## src/rtl/key_cond_pkg.sv

```systemverilog
// key_cond_pkg: shared state encoding, timing defaults and counter sizing for the key conditioner.
package key_cond_pkg;
  typedef enum logic [1:0] {UP, CHK_DN, DOWN, CHK_UP} key_state_t;
  localparam int DEF_DEBOUNCE_CYCLES = 1_000_000;
  localparam int DEF_LONG_CYCLES = 50_000_000;
  localparam int SIM_DEBOUNCE_CYCLES = 4;
  localparam int SIM_LONG_CYCLES = 10;
  function automatic int cnt_width(input int deb, input int lng);
    return $clog2((deb > lng ? deb : lng) + 1);
  endfunction
endpackage

```

## src/rtl/key_debounce_ch.sv

```systemverilog
// key_debounce_ch: one key channel -- 2-flop synchroniser, debounce FSM, hold timer and pulse registers.
module key_debounce_ch
  import key_cond_pkg::*;
#(
  parameter int DEBOUNCE_CYCLES = DEF_DEBOUNCE_CYCLES,
  parameter int LONG_CYCLES = DEF_LONG_CYCLES
) (
  input  logic clk,
  input  logic rst,
  input  logic key_n,
  output logic level,
  output logic press,
  output logic released,
  output logic long_press
);
  localparam int CNT_W = cnt_width(DEBOUNCE_CYCLES, LONG_CYCLES);
  localparam logic [CNT_W-1:0] CNT_ONE = CNT_W'(1);
  localparam logic [CNT_W-1:0] DEB_LAST = CNT_W'(DEBOUNCE_CYCLES - 1);
  localparam logic [CNT_W-1:0] HOLD_MAX = CNT_W'(LONG_CYCLES);
  localparam logic [CNT_W-1:0] HOLD_LAST = CNT_W'(LONG_CYCLES - 1);
  if (DEBOUNCE_CYCLES < 2 || LONG_CYCLES < 1) begin : g_bad_params
    $error("key_debounce_ch: DEBOUNCE_CYCLES must be >= 2 and LONG_CYCLES >= 1");
  end
  logic [1:0] sync;
  logic s;
  key_state_t state, state_n;
  logic [CNT_W-1:0] cnt, cnt_n, hold, hold_n;
  logic level_n, press_n, rel_n, long_n;
  assign s = ~sync[1];
  always_ff @(posedge clk or negedge rst)
    if (!rst) begin
      sync <= 2'b11;
      state <= UP;
      cnt <= '0;
      hold <= '0;
      level <= 1'b0;
      press <= 1'b0;
      released <= 1'b0;
      long_press <= 1'b0;
    end else begin
      sync <= {sync[0], key_n};
      state <= state_n;
      cnt <= cnt_n;
      hold <= hold_n;
      level <= level_n;
      press <= press_n;
      released <= rel_n;
      long_press <= long_n;
    end
  // The hold timer keeps running through a release bounce so long_press timing is unaffected.
  always_comb begin
    state_n = state;
    cnt_n = cnt;
    hold_n = hold;
    level_n = level;
    press_n = 1'b0;
    rel_n = 1'b0;
    long_n = 1'b0;
    if ((state == DOWN || state == CHK_UP) && hold != HOLD_MAX) begin
      hold_n = hold + CNT_ONE;
      long_n = hold == HOLD_LAST;
    end
    case (state)
      UP: if (s) begin
        state_n = CHK_DN;
        cnt_n = CNT_ONE;
      end
      CHK_DN: if (!s) begin
        state_n = UP;
        cnt_n = '0;
      end else if (cnt == DEB_LAST) begin
        state_n = DOWN;
        cnt_n = '0;
        hold_n = '0;
        level_n = 1'b1;
        press_n = 1'b1;
      end else cnt_n = cnt + CNT_ONE;
      DOWN: if (!s) begin
        state_n = CHK_UP;
        cnt_n = CNT_ONE;
      end
      CHK_UP: if (s) begin
        state_n = DOWN;
        cnt_n = '0;
      end else if (cnt == DEB_LAST) begin
        state_n = UP;
        cnt_n = '0;
        hold_n = '0;
        level_n = 1'b0;
        rel_n = 1'b1;
        long_n = 1'b0;
      end else cnt_n = cnt + CNT_ONE;
      default: state_n = UP;
    endcase
  end
endmodule

```

## src/rtl/key_press_conditioner.sv

```systemverilog
// key_press_conditioner: NUM_KEYS independent debounced key channels producing level, press, release and long-press.
module key_press_conditioner
  import key_cond_pkg::*;
#(
  parameter int NUM_KEYS = 2,
  parameter int DEBOUNCE_CYCLES = DEF_DEBOUNCE_CYCLES,
  parameter int LONG_CYCLES = DEF_LONG_CYCLES
) (
  input  logic                clk,
  input  logic                rst,
  input  logic [NUM_KEYS-1:0] key_n,
  output logic [NUM_KEYS-1:0] level,
  output logic [NUM_KEYS-1:0] press,
  output logic [NUM_KEYS-1:0] released,
  output logic [NUM_KEYS-1:0] long_press
);
  for (genvar k = 0; k < NUM_KEYS; k++) begin : g_ch
    key_debounce_ch #(
      .DEBOUNCE_CYCLES(DEBOUNCE_CYCLES),
      .LONG_CYCLES(LONG_CYCLES)
    ) u_ch (
      .clk(clk),
      .rst(rst),
      .key_n(key_n[k]),
      .level(level[k]),
      .press(press[k]),
      .released(released[k]),
      .long_press(long_press[k])
    );
  end
endmodule

```

## config.mk

```make
export PLATFORM = sky130hd
export DESIGN_NAME = key_press_conditioner
export DESIGN_NICKNAME = d
export VERILOG_FILES = /design/src/rtl/key_cond_pkg.sv /design/src/rtl/key_debounce_ch.sv /design/src/rtl/key_press_conditioner.sv
export SDC_FILE = /design/constraint.sdc
export NUM_CORES = 1
export LEC_CHECK = 0
export CORE_MARGIN = 1
export CORE_UTILIZATION = 62
export CTS_CLUSTER_DIAMETER = 30
export CTS_CLUSTER_SIZE = 28
export DETAILED_ROUTE_END_ITERATION = 10
export GPL_TIMING_DRIVEN = 0
export PLACE_DENSITY = 0.81
export SLEW_MARGIN = 20
export SYNTH_ARGS = -nofsm -noshare
export SYNTH_HDL_FRONTEND = slang
export SYNTH_SLANG_ARGS = --single-unit
```

## constraint.sdc

```tcl
create_clock -name clk -period 3.1 [get_ports clk]
set_clock_uncertainty 0.1 [all_clocks]
set_input_delay 0.465 -clock clk [delete_from_list [all_inputs] [get_ports clk]]
set_output_delay 0.465 -clock clk [all_outputs]
set_load 0.05 [all_outputs]
```

After elaboration in Yosys (flattened, before gate mapping) --
Cells that the tools add are included.
Word-level totals: flip-flop bits (word level) 120, latch bits 0, bits in writable memories 0, bits in read-only memories 0, input bits 4, word-level logic and storage cells 126, memories kept 0
Cells by class: $add $sub $neg 4, $mul 0, divide/modulo/power cells 0, $lt $le $gt $ge 0, equality and inequality tests 28, shifts and indexed selects 0, muxes and demuxes 64, bitwise logic cells 0, reductions and logical operators 14
Operator list (number):
- $mux 26 | 18
- $pmux 26 s4 | 2
- $add 26x1->26 const B | 4
- $pmux 26 s2 | 2
- $eq 26x20->1 const B | 2
- $eq 26x26->1 const B | 2
- $ne 26x26->1 const B | 2
- $mux 1 | 26
- $mux 2 | 12
- $pmux 2 s4 | 2
- $ne 2x1->1 const B | 6
- $ne 2x2->1 const B | 6
- $reduce_and 5->1 | 2
- $eq 2x2->1 const B | 4
- $reduce_and 4->1 | 2
- $ne 3x1->1 const B | 2
- $ne 3x3->1 const B | 2
- $eq 2x1->1 const B | 2
- $logic_not 2->1 | 2
- $pmux 1 s2 | 2
- $reduce_and 2->1 | 2
- $reduce_bool 2->1 | 2
- $logic_and 1x1->1 | 2
- $logic_or 1x1->1 | 2

Depth between registers and ports, before layout --
Gate-level depths: netlist of the first run.
word-level depth 7, gate-level depth with buffers 8, depth with buffers taken out 7

Cells and area by module --
A second synthesis of the first run with hierarchy kept.
Unflattened totals: cell total of the unflattened synthesis 635, area, all modules 6248.5 um2
Modules (own cells, without submodules):
- key_debounce_ch at g_ch[1].u_ch | instances 1, cells each 319, area an instance 3180.6 um2, seq. area each 1503.9 um2
- key_debounce_ch at g_ch[0].u_ch | instances 1, cells each 316, area an instance 3067.9 um2, seq. area each 1503.9 um2

Worst setup path after synthesis of the first run --
No wires, ideal clock.
kind register -> register, from register g_ch[1].u_ch.hold[8], to register g_ch[1].u_ch.hold[1], arrival time 2085 ps, required time 2867 ps, path slack 782 ps, stages on the path, launching flop included 6, clock period less this slack 2318 ps, path through dfrtp_1 or4b_1 or4_4 o31ai_4 mux2i_1 nor2_1
Between the ends: longest elaborated chain between the ends 6, elaborated cells on any way between the ends 7, classes of those cells eq/ne: 1; mux: 5; reduce/logical: 1
Ends and longest elaborated chain:
- start: declaration | line key_debounce_ch.sv:27 | logic [CNT_W-1:0] cnt, cnt_n, hold, hold_n;
- start signal: assignment | line key_debounce_ch.sv:44 | hold <= hold_n;
- $ne 26x26->1 * | line key_debounce_ch.sv:59 | if ((state == DOWN || state == CHK_UP) && hold != HOLD_MAX) begin
- $logic_and 1x1->1 * | line key_debounce_ch.sv:59
- $mux 26 * | line key_debounce_ch.sv:59
- $mux 26 | line key_debounce_ch.sv:71, key_debounce_ch.sv:85
- $mux 26, on equally long branches | line key_debounce_ch.sv:82, key_debounce_ch.sv:68
- $pmux 26 s2 * | line key_debounce_ch.sv:63 | case (state)
- named net g_ch[1].u_ch.hold_n[1] | line key_debounce_ch.sv:27
The timed path passes the listed nets; every way through them passes the cells marked *. A chain may end at the register's enable or synchronous reset.

Worst setup path after layout of the first run --
from register g_ch[0].u_ch.cnt[0], to register g_ch[0].u_ch.hold[15]
Between the ends: longest elaborated chain between the ends 4, elaborated cells on any way between the ends 5, classes of those cells eq/ne: 1; mux: 4
Ends and longest elaborated chain:
- start: declaration | line key_debounce_ch.sv:27
- start signal: assignment | line key_debounce_ch.sv:43 | cnt <= cnt_n;
- $eq 26x20->1 * | line key_debounce_ch.sv:71, key_debounce_ch.sv:85
- $mux 26 * | line key_debounce_ch.sv:71, key_debounce_ch.sv:85
- $mux 26, on equally long branches | line key_debounce_ch.sv:82, key_debounce_ch.sv:68
- $pmux 26 s2 * | line key_debounce_ch.sv:63
- named net g_ch[0].u_ch.hold_n[15] | line key_debounce_ch.sv:27
- end signal: assignment | line key_debounce_ch.sv:44
- end: declaration | line key_debounce_ch.sv:27
Marked as above.

==> flow_summary.toml, run 1 <==
[run_status]
outcome = "finished clean"

[hold_path]
min_to = "g_ch[1].u_ch.sync[0]"
hold_class = "in -> reg"
holdPathStages = 1
worstHoldStart = "key_n[1]"

[synth]
synthCells = 687
synthArstFlopShare_pct = 100
synth_top_area_cell = "dfrtp_1"
post-synth-top-count-cell = "dfrtp_1"
ys_ff_latch = 120
syn_nets = 697
synth_area_sq_um = 6290
synth_edf_count = 0
yosysSeqAreaShare_pct = 47.8
synth_cell_types = 55
synthTopCellsByCount = "dfrtp_1 (116), nor2_1 (78), nand2_1 (66), nand3_1 (45), a21oi_1 (39)"
yosysWarnings = 0
synth_ff_type = "dfrtp_1"
synth_area_leaders = "dfrtp_1 (46%), nor2_1 (4.7%), nand2_1 (3.9%)"
synth_top_area_share_pct = 46.1
syn_avg_cell_area_sq_um = 9.16

[floorplanning]
io_pins = 12
core_region_area_sq_um = 9820
die_w_um = 103
start_util_pct = 64.1
fp-row-count = 36
die_area_sq_um = 10600
die_h_um = 103

[detailed_routing]
post_drt_wl_per_cell_um = 16.3
vias = 5382
wl_um = 14100
first_iter_violations = 258
avgViaCountPerCell = 6.22
drtAntennaViolNets = 0
drc = 0
dr.pass1.iters = 5

[clock_tree]
clock-sinks = 120
clk_pin_slew_worst_paths_ns = 0.06
cts_root_buf = "clkbuf_8"
cts_tree = "yes"
cts_made_buffers = 17
post_cts.repair.setup_buffers = 0
clk-insertion-delay-late_ns = 0.54
cts_buffer_depth = 2
cts.htree.levels = 4

[power_and_ir_drop]
power_density_nw_per_um2 = 543
ir_drop_uv = 411
p_clk_share_pct = 53.8
internal_power_mw = 3.07
p_seq_share_pct = 42.3
p_leak_nw = 3.05
p_sw_share_pct = 21.9
switchingPower_uw = 863
power_frac_comb_pct = 3.9

[setup_path]
critPathMaxFanout = 10
cp-end-kind = "flop"
worst_r2r_endpoint = "g_ch[0].u_ch.hold[15]"
worst_ep_required_time_ns = 3.41
critPathSlowestCell = "dfrtp_1"
critPathArrivalTime_ns = 3.02
cp_cell_sequence = "ha_1, nand2_1, nor3_1, and2_1, and3_1, clkbuf_1, clkbuf_1, nor2_1"
ff2ff_setup_slack_ns = 0.38
cp_slowest_stage_delay_ns = 0.46
r2r-start = "g_ch[0].u_ch.cnt[0]"
cp_common_cell = "clkbuf_1"
startpoint_type = "flop"
critPathKind = "reg -> reg"
rr_worst_depth = 8

[timing]
rsz0062_at_grt = "false"
slew_violations = 0
setup_violations = 0
fmax_mhz = 368
finalHoldViolCount = 0
layout_min_cycle_time_ns = 2.72
finalCritPeriodShare_pct = 87.6
tightest_slew_ns = 1.10
relSlewSlack_pct = 25.8
fin_setup_tns_ns = 0

[place]
io_buffers = 11
routabilityCongestion = 0.857
dp.cells = 832
hpwlAfterDp_um = 9160

[grt]
antenna_found_initial = 0
grt_max_degree = 67
grt_usage_pct = 29.1
grt.overflow.total = 0
grt_pass1_vias = 5131
grt_pass1_wl_um = 23400

[layout]
syn_to_final_growth_pct = 15.2
num_antenna_cells = 0
stdcell_count = 865
post-route-util_pct = 73.8
nNetsFinal = 729
drive_above_1_share_pct = 7.79

[run]
cap_viol_max_count = 0
-- final cells by class --
class	instances	area (sq um)
Buffer	40	181
Clock buffer	21	439
Clock inverter	11	198
Fill cell	729	2570
Inverter	19	71.3
Multi-Input combinational cell	508	3040
Sequential cell	120	3010
Tap cell	133	166
Timing Repair Buffer	13	149
-- what timing repair did --
action | CTS | global route
gates resized for setup | 0 | 0
hold buffers | 1 | 0
hold endpoints to repair | 54 | 0
setup endpoints to repair | 0 | 0
-- routing by layer --
| metal | vias up | share of wire (%) | GRT usage [%] | wire [um] |
|---|---|---|---|---|
| met4 | 0 | 1.6 | 13.0 | 220 |
| met1 | 2643 | 43 | 37.4 | 6030 |
| met5 | - | 0 | 0 | 0 |
| li1 | 2556 | - | - | - |
| met2 | 157 | 50 | 47.6 | 7110 |
| met3 | 26 | 5.1 | 6.51 | 721 |
-- how the worst max path moves through the flow --
stage / slack, ns / end / from / depth (start not counted)
4_1_cts: 0.39 / g_ch[1].u_ch.hold[12] / g_ch[1].u_ch.cnt[13] / 8
3_3_place_gp: -3.10 / g_ch[0].u_ch.hold[16] / rst / 1
3_5_place_dp: 0.43 / g_ch[1].u_ch.hold[12] / g_ch[1].u_ch.cnt[13] / 8
2_1_floorplan: 0.78 / g_ch[1].u_ch.hold[1] / g_ch[1].u_ch.hold[8] / 5
5_1_grt: 0.19 / g_ch[1].u_ch.hold[10] / g_ch[1].u_ch.cnt[16] / 8
6_report: 0.38 / g_ch[0].u_ch.hold[15] / g_ch[0].u_ch.cnt[0] / 8
-- worst max-delay path, delay by kind of cell, from the launching register on --
family,cells,cell delay [ns]
AND/OR/NAND/NOR,5,1.08
buffers and inverters,2,0.69
flip-flops,1,0.46
adder cells (fa/ha/maj),1,0.25
-- flip-flops by register name, summed over array words and instances, names as in the netlist, named ones only --
name and count:
g_ch.u_ch.press 2, g_ch.u_ch.cnt 52, g_ch.u_ch.state 2, g_ch.u_ch.level 2
g_ch.u_ch.sync 4, g_ch.u_ch.released 2, g_ch.u_ch.hold 52, g_ch.u_ch.long_press 2
-- power by group through the flow --
stage | sequential (mW) | combinational [mW] | clock [mW]
6_report | 1.66 | 0.152 | 2.12
3_3_place_gp | 1.69 | 0.140 | 0
4_1_cts | 1.66 | 0.153 | 2.14
3_5_place_dp | 1.69 | 0.151 | 0
5_1_grt | 1.67 | 0.175 | 2.22
2_1_floorplan | 1.68 | 0.0859 | 0
-- cell usage in the layout, fill, tap and decap left out, types with 10 or more instances in the layout --
cell             netlist  routed
nand4_1               35      35
a21oi_1               39      39
clkdlybuf4s50_1        0      10
xnor2_1               28      28
xor2_1                25      25
nand2_1               66      66
nor3_1                17      17
and4_1                11      11
o21ai_0               16      16
clkbuf_16              0      16
nor4_1                14      13
and3_1                14      14
clkbuf_1              30      33
a31oi_1               27      27
inv_1                 19      19
nand3_1               45      45
dfrtp_1              116     116
nor2_1                78      78
-- stage by stage --
| stage | power, mW | area [sq um] | setup slack (ns) | hold WS, ns |
|---|---|---|---|---|
| 6_report | 3.93 | 7250 | 0.385 | 0.231 |
| 5_1_grt | 4.06 | 7250 | 0.186 | 0.223 |
| 4_1_cts | 3.96 | 7250 | 0.386 | 0.222 |
| 3_5_place_dp | 1.84 | 6600 | 0.432 | 0.254 |
| 3_3_place_gp | 1.83 | 6570 | -3.10 | 0.255 |
| 2_1_floorplan | 1.76 | 6290 | 0.782 | 0.0694 |
-- cell families after synthesis --
family                     synth area share, %
and+or+nand+nor                           26.6
AOI/OAI and AO/OA                         12.4
DFF                                       47.8
buffers and inverters                     4.02
xor gates and xnor gates                  7.38
adders and majority gates                 1.19
muxes                                    0.636
No activity file was read; power rests on OpenSTA's default activity.
==> inputs of run 2 (changes only) <==
--- a/config.mk
+++ b/config.mk
@@ -5,7 +5,7 @@
 export SDC_FILE = /design/constraint.sdc
 export NUM_CORES = 1
 export LEC_CHECK = 0
-export CORE_MARGIN = 1
+export CORE_MARGIN = 5
 export CORE_UTILIZATION = 62
 export CTS_CLUSTER_DIAMETER = 30
 export CTS_CLUSTER_SIZE = 28
==> run 2 against run 1 <==
Net effect: via count is 0.58% higher; critical path depth stayed put; clock power is 16% lower; critical endpoint is now g_ch[1].u_ch.hold[24]; flip-flop and latch count stayed put; combinational power hardly changed; cell count stayed put; global-route usage is 5.0 points lower; register-to-register slack worse by 0.08 ns; worst setup slack worse by 0.082 ns; first-iteration DRC count is 40% higher; critical path type unchanged; largest cell class unchanged.
==> flow_summary.toml, run 2 (synthesis gave the netlist of run 1 again) <==
[setup_path]
crit_family = "buffers and inverters"
cp_cell_sequence = "and4_1, clkbuf_1, and4_1, and2_1, and3_1, clkbuf_1, clkbuf_1, nor2_1"
worst_ep_required_time_ns = 3.38
r2r-start = "g_ch[1].u_ch.cnt[16]"
crit_buf_inv = 3
cp_slowest_stage_delay_ns = 0.49
critPathKind = "reg -> reg"
cp_common_cell = "clkbuf_1"
cp-end-kind = "flop"
startpoint_type = "flop"
cp-startpoint = "g_ch[1].u_ch.cnt[16]"
critPathSlowestCell = "clkbuf_1"
critPathArrivalTime_ns = 3.08
critPathMaxFanout = 10

[layout]
design_area_sq_um = 7150
drive_above_1_share_pct = 7.65
nNetsFinal = 729
num_antenna_cells = 0
mostFrequentLayoutCell = "dfrtp_1"
syn_to_final_growth_pct = 13.7
largestRegisters = "g_ch.u_ch.cnt (52), g_ch.u_ch.hold (52), g_ch.u_ch.sync (4)"
layout_common_cells = "dfrtp_1 (116), nor2_1 (78), nand2_1 (66), nand3_1 (45), a21oi_1 (39)"

[place]
routabilityCongestion = 0.872
io_buffers = 11
hpwlAfterDp_um = 9400
dpl-instance-area_sq_um = 6600

[timing]
relSlewSlack_pct = 26.5
finalCritPeriodShare_pct = 90.2
layout_min_cycle_time_ns = 2.80
fin_setup_tns_ns = 0
setup_violations = 0
slew_violations = 0
finalHoldViolCount = 0
rsz0062_at_grt = "false"
fmax_mhz = 358
tightest_slew_ns = 1.09

[detailed_routing]
wl_met2_um = 7140
met3WireLength_um = 769
m1WireLength_um = 6280
dr.pass1.iters = 5
vias = 5413
wl_um = 14400
drc = 0
first_iter_violations = 360
avgViaCountPerCell = 6.26
post_drt_wl_per_cell_um = 16.7
highest_layer = "met4"
drtAntennaViolNets = 0

[grt]
grt_pass1_vias = 5338
grt_usage_pct = 24.2
grt_max_degree = 64
grt_pass1_wl_um = 24800
antenna_found_initial = 0
grt.overflow.total = 0

[clock_tree]
post_cts.repair.setup_buffers = 0
cts.htree.levels = 4
cts_root_buf = "clkbuf_8"
cts_tree = "yes"
clock-sinks = 120
clk_pin_slew_worst_paths_ns = 0.06
cts_made_buffers = 17
cts_buffer_depth = 2
clk-insertion-delay-late_ns = 0.52

[floorplanning]
die_h_um = 111
die_area_sq_um = 12300
io_pins = 12
start_util_pct = 64.1
fp-row-count = 36
core_region_area_sq_um = 9820
die_w_um = 111

[power_and_ir_drop]
p_leak_nw = 3.01
total_power_mw = 3.59
power_density_nw_per_um2 = 502
ir_drop_uv = 351

[hold_path]
hold_class = "in -> reg"
worstHoldStart = "key_n[1]"

[run_status]
outcome = "finished clean"

[run]
cap_viol_max_count = 0
## run 2: timing repair
item                                   CTS  global route
hold buffers                             1             0
endpoints found under the hold margin   57             0
resized for setup                        0             0
## run 2: layout make-up
class	instances	area [sq um]
Multi-Input combinational cell	508	3040
Clock inverter	8	71.3
Clock buffer	24	470
Sequential cell	120	3010
Fill cell	723	2670
Buffer	40	181
Tap cell	133	166
Timing Repair Buffer	13	149
Inverter	19	71.3
## run 2: worst reg2reg max path, delay by kind of cell (launching register included)
family,cells,cell delay [ns]
buffers and inverters,3,1.12
AND/OR/NAND/NOR,5,0.99
flip-flops,1,0.45
## run 2: through the flow
stage          util, %  worst slack, ns  hold slack, ns  instances
6_report          72.9            0.303           0.244        865
5_1_grt           72.9            0.191           0.241        865
4_1_cts           72.9            0.362           0.234        865
3_5_place_dp      67.2            0.393           0.248        832
3_3_place_gp      66.9            -3.06           0.247        831
2_1_floorplan        -            0.782          0.0694        687
## run 2: metal layers
metal | GRT usage [%] | vias to the layer above
met5 | 0 | -
met4 | 9.36 | 0
met3 | 5.24 | 31
met2 | 39.2 | 181
met1 | 31.9 | 2649
li1 | - | 2552
## run 2: worst paths after layout
path,to,slack (ns),cells past startpoint
min in group asynchronous,g_ch[1].u_ch.cnt[12],0.39,2
setup reg to reg,g_ch[1].u_ch.hold[24],0.30,8
hold reg to reg,g_ch[1].u_ch.sync[1],0.26,0
hold / removal,g_ch[1].u_ch.sync[0],0.24,1
setup / recovery,g_ch[1].u_ch.hold[24],0.30,8
max in group asynchronous,g_ch[0].u_ch.sync[1],1.78,3
## run 2: power breakdown
group / switching, mW / internal (mW)
Sequential: 0.0549 / 1.61
Clock: 0.661 / 1.12
Combinational: 0.0996 / 0.0521
==> inputs of run 3 (changes only) <==
--- a/config.mk
+++ b/config.mk
@@ -5,13 +5,13 @@
 export SDC_FILE = /design/constraint.sdc
 export NUM_CORES = 1
 export LEC_CHECK = 0
-export CORE_MARGIN = 5
 export CORE_UTILIZATION = 62
 export CTS_CLUSTER_DIAMETER = 30
 export CTS_CLUSTER_SIZE = 28
 export DETAILED_ROUTE_END_ITERATION = 10
+export DONT_BUFFER_PORTS = 1
 export GPL_TIMING_DRIVEN = 0
-export PLACE_DENSITY = 0.81
+export PLACE_DENSITY = 0.8
 export SLEW_MARGIN = 20
 export SYNTH_ARGS = -nofsm -noshare
 export SYNTH_HDL_FRONTEND = slang
==> run 3 against run 2 <==
Net effect: the run now ends with hold timing left; count of clock-buffer cells in the layout increased by 1; routed wire length decreased by 5.1%; sequential power about the same; register-to-register slack improved by 0.11 ns; final area decreased by 0.98%; sequential share of layout area increased by 0.42 points; critical path depth unchanged; clock power increased by 12%; power increased by 5.1%.
==> flow_summary.toml, run 3 (synthesis gave the netlist of run 1 again) <==
[run_status]
outcome = "finished with violations"
violations = "hold timing"

[clock_tree]
cts_tree = "yes"
clk-insertion-delay-late_ns = 0.55
cts_resized = 0
clock-sinks = 120
cts_made_buffers = 17
cts.htree.levels = 4
ctsHoldBuffers = 2
cts_root_buf = "clkbuf_8"
clk_pin_slew_worst_paths_ns = 0.06
cts_buffer_depth = 2

[timing]
holdWs_ns = -0.485
rsz0062_at_grt = "false"
setup_violations = 0
slew_violations = 0
fin_setup_tns_ns = 0
finalHoldViolCount = 120
layout_min_cycle_time_ns = 2.68
tightest_slew_ns = 1.05
fmax_mhz = 373
relSlewSlack_pct = 29.4
finalCritPeriodShare_pct = 86.6

[detailed_routing]
avgViaCountPerCell = 6.15
drtAntennaViolNets = 0
dr.pass1.iters = 5
post_drt_wl_per_cell_um = 16.0
first_iter_violations = 305
vias = 5254
drc = 0
wl_um = 13700

[setup_path]
r2r-start = "g_ch[1].u_ch.cnt[16]"
critPathMaxFanout = 10
critPathArrivalTime_ns = 2.99
rr_worst_depth = 8
startpoint_type = "flop"
critPathKind = "reg -> reg"
worst_ep_required_time_ns = 3.41
cp-end-kind = "flop"
ff2ff_setup_slack_ns = 0.42
worst_r2r_endpoint = "g_ch[1].u_ch.hold[1]"

[power_and_ir_drop]
internal_power_mw = 2.96
p_sw_share_pct = 21.5
switchingPower_uw = 813
p_seq_share_pct = 44.0
ir_drop_uv = 429
p_leak_nw = 2.98
p_clk_share_pct = 53.0
total_power_mw = 3.78
power_frac_comb_pct = 3.1
power_density_nw_per_um2 = 533

[floorplanning]
start_util_pct = 64.1
die_h_um = 103
io_pins = 12
fp-row-count = 36
die_w_um = 103
die_area_sq_um = 10600
core_region_area_sq_um = 9820

[layout]
fill_cells = 725
num_antenna_cells = 0
nNetsFinal = 718
mostFrequentLayoutCell = "dfrtp_1"
layout_common_cells = "dfrtp_1 (116), nor2_1 (78), nand2_1 (66), nand3_1 (45), a21oi_1 (39)"
largestRegisters = "g_ch.u_ch.cnt (52), g_ch.u_ch.hold (52), g_ch.u_ch.sync (4)"
syn_to_final_growth_pct = 12.6
drive_above_1_share_pct = 7.49

[place]
routabilityCongestion = 0.891
hpwlAfterDp_um = 8750
io_buffers = 0

[grt]
antenna_found_initial = 0
grt_pass1_vias = 4845
grt.overflow.total = 0
grt_max_degree = 121
grt_usage_pct = 28.3
grt_pass1_wl_um = 22800

[hold_path]
hold_class = "in -> async"

[run]
cap_viol_max_count = 0
[run 3: layout make-up]
| class | count | area, sq um | area share [%] |
|---|---|---|---|
| Multi-Input combinational cell | 508 | 3040 | 42.9 |
| Tap cell | 133 | 166 | 2.35 |
| Sequential cell | 120 | 3010 | 42.5 |
| Clock buffer | 25 | 484 | 6.84 |
| Buffer | 40 | 181 | 2.56 |
| Clock inverter | 7 | 116 | 1.64 |
| Inverter | 19 | 71.3 | 1.01 |
| Timing Repair Buffer | 2 | 20.0 | 0.283 |
[run 3: how the worst max path moves through the flow]
stage | cells past startpoint | endpoint | slack (ns) | from
2_1_floorplan | 5 | g_ch[1].u_ch.hold[1] | 0.78 | g_ch[1].u_ch.hold[8]
3_3_place_gp | 8 | g_ch[1].u_ch.hold[22] | 0.49 | g_ch[1].u_ch.cnt[13]
3_5_place_dp | 8 | g_ch[1].u_ch.hold[24] | 0.47 | g_ch[1].u_ch.cnt[16]
4_1_cts | 8 | g_ch[1].u_ch.hold[1] | 0.43 | g_ch[1].u_ch.cnt[16]
5_1_grt | 8 | g_ch[1].u_ch.hold[14] | 0.23 | g_ch[1].u_ch.cnt[16]
6_report | 8 | g_ch[1].u_ch.hold[1] | 0.42 | g_ch[1].u_ch.cnt[16]
[run 3: metal layers]
layer | track usage (%) | part of all wire [%] | routed length, um | vias up
li1 | - | - | - | 2525
met5 | 0 | 0 | 0 | -
met3 | 7.05 | 5.3 | 721 | 28
met1 | 37.0 | 46 | 6230 | 2552
met4 | 12.6 | 1.9 | 263 | 0
met2 | 44.7 | 47 | 6460 | 149
[run 3: worst max-delay path, cell delays in order (launching register included)]
cell,delay (ns)
dfrtp_1,0.43
and4_1,0.22
clkbuf_1,0.27
and4_1,0.29
and2_1,0.17
and3_1,0.17
clkbuf_1,0.34
clkbuf_1,0.44
nor2_1,0.10
[run 3: stage by stage]
step                hold slack (ns)  utilization [%]  cells  instance area [sq um]  setup slack, ns
finish                       -0.485             72.1    854                   7080            0.417
floorplan                    0.0694                -    687                   6290            0.782
global placement             0.0723             65.8    820                   6460            0.492
global route                 -0.510             72.1    854                   7080            0.229
CTS                          -0.502             72.1    854                   7080            0.429
detailed placement           0.0715             65.8    820                   6460            0.472
[run 3: repair_timing]
item | CTS | global route
buffers inserted | 0 | 0
hold endpoints to repair | 122 | 120
setup endpoints to repair | 0 | 0
[run 3: power groups by stage]
| stage | combinational (mW) | clock, mW | sequential [mW] |
|---|---|---|---|
| after CTS | 0.114 | 2.03 | 1.66 |
| final | 0.116 | 2.00 | 1.66 |
| after detailed placement | 0.110 | 0 | 1.69 |
| after global placement | 0.106 | 0 | 1.68 |
| after floorplan | 0.0859 | 0 | 1.68 |
| after global routing | 0.130 | 2.10 | 1.67 |
